### config.mk
export PLATFORM = sky130hd
export DESIGN_NAME = serial_comp
export DESIGN_NICKNAME = d
export VERILOG_FILES = /design/src/rtl/serial_comp_pkg.sv /design/src/rtl/bit_cmp_cell.sv /design/src/rtl/serial_comp.sv
export SDC_FILE = /design/constraint.sdc
export NUM_CORES = 1
export LEC_CHECK = 0
export ABC_AREA = 1
export BUFFER_PORTS_ARGS = -buffer_cell sky130_fd_sc_hd__buf_4
export CORE_AREA = 3 3 40 42
export CTS_CLUSTER_SIZE = 28
export DETAILED_ROUTE_END_ITERATION = 10
export DIE_AREA = 0 0 43 45
export GPL_TIMING_DRIVEN = 1
export HOLD_SLACK_MARGIN = 0.05
export MAX_ROUTING_LAYER = met4
export PLACE_DENSITY = 0.56
export SYNTH_ARGS = -nofsm -noshare
export SYNTH_HDL_FRONTEND = slang
export SYNTH_SLANG_ARGS = --single-unit
### constraint.sdc
create_clock -name clk -period 1.6 [get_ports clk]
set_input_delay 0.16 -clock clk [delete_from_list [all_inputs] [get_ports clk]]
set_output_delay 0.16 -clock clk [all_outputs]
set_load 0.005 [all_outputs]
### src/rtl/serial_comp_pkg.sv
// serial_comp_pkg: shared state encoding and default word width for the serial comparators.
package serial_comp_pkg;
    typedef enum logic {ST_ACC = 1'b0, ST_HOLD = 1'b1} state_t;
    localparam int DEF_WIDTH = 8;
endpackage

### src/rtl/bit_cmp_cell.sv
// bit_cmp_cell: one-bit unsigned compare of an x/y bit pair.
module bit_cmp_cell (
    input  logic x,
    input  logic y,
    output logic bit_eq,
    output logic bit_gt
);
    assign bit_eq = ~(x ^ y);
    assign bit_gt = x & ~y;
endmodule

### src/rtl/serial_comp.sv
// serial_comp: MSB-first bit-serial unsigned comparator producing one eq/gt/lt result per word.
module serial_comp
    import serial_comp_pkg::*;
#(
    parameter int WIDTH = DEF_WIDTH
) (
    input  logic clk,
    input  logic rst,
    input  logic clr,
    input  logic in_valid,
    output logic in_ready,
    input  logic x,
    input  logic y,
    output logic out_valid,
    input  logic out_ready,
    output logic eq,
    output logic gt,
    output logic lt
);
    localparam int CNT_W = $clog2(WIDTH);

    state_t state;
    logic [CNT_W-1:0] cnt;
    logic decided;
    logic bit_eq;
    logic bit_gt;
    logic bit_lt;

    bit_cmp_cell u_cell (
        .x      (x),
        .y      (y),
        .bit_eq (bit_eq),
        .bit_gt (bit_gt)
    );

    assign bit_lt   = ~bit_eq & ~bit_gt;
    assign in_ready = (state == ST_ACC);

    always_ff @(posedge clk) begin
        if (rst || clr) begin
            state     <= ST_ACC;
            cnt       <= '0;
            decided   <= 1'b0;
            out_valid <= 1'b0;
            eq        <= 1'b1;
            gt        <= 1'b0;
            lt        <= 1'b0;
        end else if (state == ST_ACC) begin
            if (in_valid) begin
                // Only the first differing bit from the MSB sets the ordering.
                if (!decided && !bit_eq) begin
                    decided <= 1'b1;
                    eq      <= 1'b0;
                    gt      <= bit_gt;
                    lt      <= bit_lt;
                end
                if (cnt == CNT_W'(WIDTH - 1)) begin
                    cnt       <= '0;
                    state     <= ST_HOLD;
                    out_valid <= 1'b1;
                end else begin
                    cnt <= cnt + 1'b1;
                end
            end
        end else if (out_ready) begin
            state     <= ST_ACC;
            out_valid <= 1'b0;
            decided   <= 1'b0;
            eq        <= 1'b1;
            gt        <= 1'b0;
            lt        <= 1'b0;
        end
    end
endmodule

* Yosys cells after proc, flatten, opt, wreduce, memory -nomap -nowiden *
Index checks and enable logic that the tools add are counted.

word-level totals
  bits in registers = 9
  bits in latches = 0
  bits in writable memories = 0
  ROM bits = 0
  input bits = 7
  output and inout port bits = 5
  logic and storage cells = 47
  memories kept = 0

cells by class
  $add $sub $neg = 1
  $mul = 0
  div/mod/pow operators = 0
  order comparisons = 0
  equality and inequality tests = 2
  shift-type cells = 0
  mux-type cells = 22
  bitwise gates (word level) = 6
  reductions and logical operators = 9

operator list
  cell                 number
  $mux 1               21
  $reduce_and 3->1     2
  $reduce_bool 2->1    3
  $add 3x1->3 const B  1
  $eq 3x3->1 const B   1
  $mux 3               1
  $not 1->1            3
  $and 1x1->1          2
  $ne 2x2->1 const B   1
  $reduce_and 2->1     1
  $logic_and 1x1->1    1
  $logic_not 1->1      1
  $logic_or 1x1->1     1
  $xor 1x1->1          1

* Logic depth before layout (Yosys ltp) *
  depth in word-level cells = 7
  gate-level depth with buffers = 6
  gate-level depth less buffers = 6

* Cells and area by module *
From an unflattened synthesis, not the netlist that was laid out.

second synthesis, totals
  cells, all modules = 51
  area, all modules = 404.1 µm²

by module, submodules not included
  module        times used  cells an instance  area each (µm²)  seq. area each (µm²)
  serial_comp   1           49                 387.9            180.2
  bit_cmp_cell  1           2                  16.3             0.0

* Worst setup path before layout *
OpenSTA, ideal clock, no wires.

  path kind = reg2reg
  start point = reg cnt[0]
  end point = reg cnt[2]
  data arrival time = 880 ps
  data required time = 1,484 ps
  slack = 604 ps
  stages on the path, launching flop included = 5
  path buffers = 0
  path through = dfxtp_1 -> ha_1 -> ha_1 -> nor2_1 -> nor2_1

on the way
  word-level cells in the longest chain between the ends = 2
  elaborated cells between the ends (all ways) = 3
  classes of those cells = add/sub (1); eq/ne (1); mux (1)

RTL lines
  element                                    line                                  RTL
  start: declaration                         serial_comp.sv:23                     logic [CNT_W-1:0] cnt;
  start signal: assignment                   serial_comp.sv:62                     cnt <= cnt + 1'b1;
  $add 3x1->3 or $eq 3x3->1 (tied branches)  serial_comp.sv:62, serial_comp.sv:57
  $mux 3 (*)                                 serial_comp.sv:57                     if (cnt == CNT_W'(WIDTH - 1)) begin

Mark *: on every way between the ends. The rest lies on a longest branch, timed or not.
A chain may end at the register's enable or synchronous reset.

* Worst setup path after layout *
  start point = reg cnt[0]
  end point = reg cnt[1]

The elaborated chain is that of the path after synthesis.

==> run metrics <==
synthesized area 397.9 um^2; DR vias/cell 4.150; Min-Delay Path Class in -> reg; CTS sink cnt 9; Final Hold Fails 0; Data required, critical path 1790 ps; Crit Path Class reg -> reg; Clock Skews 1.901 ps; CTS Root Cell clkbuf_4; # setup viols final 0; Synth Instances 50; cts bufs inserted 3; global-route usage over all layers 8.283%; status finished, final reports clean; Pre-antenna DRT Iters 3; Crit-path slowest cell dfxtp_1; GPL Wtd Cong 0.6409; pin count of the biggest net entering global routing 9; Core Box Area 1285 um^2; Yosys top cell by area dfxtp_1; post-synthesis cell type count 13; aggregate global routing overflow 0; DRT antenna net count 0; Die Wd 43 um; drc violations 0; FP Rows 13; Clock transition at path regs 60 ps; Synth Register Bits 9; Final Util 40.90%; WP data arrival 1270 ps; Critical Path Start Type register; clk_lat worst skew 260 ps; vias in the first global route 286; delay-heaviest family, CP adder cells; CP Capture Type register; most frequent cells in the layout buf_4 (11), nand2_1 (9), dfxtp_1 (9); commonest non-fill, non-tap cell in the layout buf_4; Final Critical Period 1086 ps; Die H 45 um; clock buffer depth 2; Layout area overhead 32.08%; Slew @ Worst Pin 251.4 ps; Static Leak 0.2565 nW; global-route wire length before repair 1124 um; PortBufs 11; Final #Nets 77; syn nets 61; sequential-to-total area share from yosys stat 45.28%; initial antenna violation count 0; Fmax achieved 920.9 MHz; VDD IR max 0.4412 mV; largest cells by area after synthesis dfxtp_1 (45%), ha_1 (13%), nand2_1 (8.5%), nor2_1 (6.6%), inv_1 (5.7%); average size of a mapped cell 7.958 um^2; WL per Instance 9.013 um; buffers and inverters on the worst path 0; Pwr Density 871.8 nW/um^2; crit path cell chain ha_1 > ha_1 > nand2_1 > nand2_1 > nor3_1; CTS hold repair buffers 0; Initial Util 30.96%; setup TNS 0 ps; hpwl dp 568.9 um; Yosys warnings 0; Routed Wire Length 721 um; Top-Level Pins 12; area share of the largest cell type after synthesis 45.28%; Setup Fix Bufs, Post-CTS 0; maxcap violations 0; DIE AREA 1935 um^2; CTS tree done; CTS H-Tree Depth 1; vias 332; Starting DRT DRC Count 6; Max-slew headroom 83.18%; crit path max fanout 3; post-route clock period utilization 67.87%; CP peak stage delay 330 ps; share of post-route cells with drive strength above 1 24.62%; Post-CTS Resized 0; Diodes inserted 0; RSZ-0062 raised after global routing false; Final Slew Violations 0
cells by family after synthesis:
group	Yosys count	share of synthesized area, %
AND/OR/NAND/NOR	23	25.79
flip-flops	9	45.28
buffers and inverters	7	6.602
AO/OA/AOI/OAI	6	7.547
adder cells (fa/ha/maj)	4	12.58
XOR/XNOR	1	2.202
synth_stat cells:
cell / number
dfxtp_1: 9
nand2_1: 9
nor2_1: 7
inv_1: 6
a21oi_1: 4
ha_1: 4
nand3_1: 4
o21ai_0: 2
inv_2: 1
nor2_4: 1
nor3_1: 1
or2_0: 1
xnor2_1: 1
layout make-up:
cell class | instances | area (um^2)
Fill cell | 135 | 759.5
Multi-Input combinational cell | 34 | 191.4
Sequential cell | 9 | 180.2
Timing Repair Buffer | 11 | 82.58
Clock buffer | 4 | 26.28
Inverter | 7 | 26.28
Tap cell | 15 | 18.77
flip-flops by register name (all words and copies together) (netlist names):
signal and count:
eq 1, out_valid 1, decided 1, cnt 3
state 1, lt 1, gt 1
through the flow:
stage	setup WS, ps	hold slack, ps	area [um^2]	std cells	power [mW]
after floorplan	604.0	350.8	397.9	50	0.2662
after global placement	499.6	439.7	499.2	76	0.2862
after detailed placement	481.4	434.0	499.2	76	0.2866
after CTS	503.1	186.3	525.5	80	0.4667
after global routing	412.5	190.8	525.5	80	0.4838
final	514.1	191.0	525.5	80	0.4581
per-layer routing:
| layer | global-route usage [%] | part of all wire [%] |
|---|---|---|
| met1 | 8.578 | 50 |
| met5 | - | 0 |
| met3 | 5.976 | 7.2 |
| met4 | 1.807 | 0 |
| met2 | 12.87 | 43 |
final timing paths:
path / from / endpoint / slack [ps] / cells after the start
setup / recovery: cnt[0]$_SDFFE_PP0P_ / cnt[1]$_SDFFE_PP0P_ / 510 / 5
hold / removal: out_ready / state$_SDFF_PP0_ / 190 / 3
setup reg to reg: cnt[0]$_SDFFE_PP0P_ / cnt[1]$_SDFFE_PP0P_ / 510 / 5
hold reg to reg: eq$_SDFFE_PP1P_ / eq$_SDFFE_PP1P_ / 450 / 2
worst reg2reg max path: cells and delay by family, from the launching register on:
family / cells / cell delay [ps]
fa+ha+maj: 2 / 370
simple gates: 3 / 320
flops: 1 / 330
report_power, final:
group | total [mW] | internal (mW) | switching (mW)
sequential | 0.234 | 0.230 | 0.00338
clock | 0.177 | 0.0962 | 0.0805
combinational | 0.0477 | 0.0231 | 0.0247
Power figures use the tool's default switching activity.
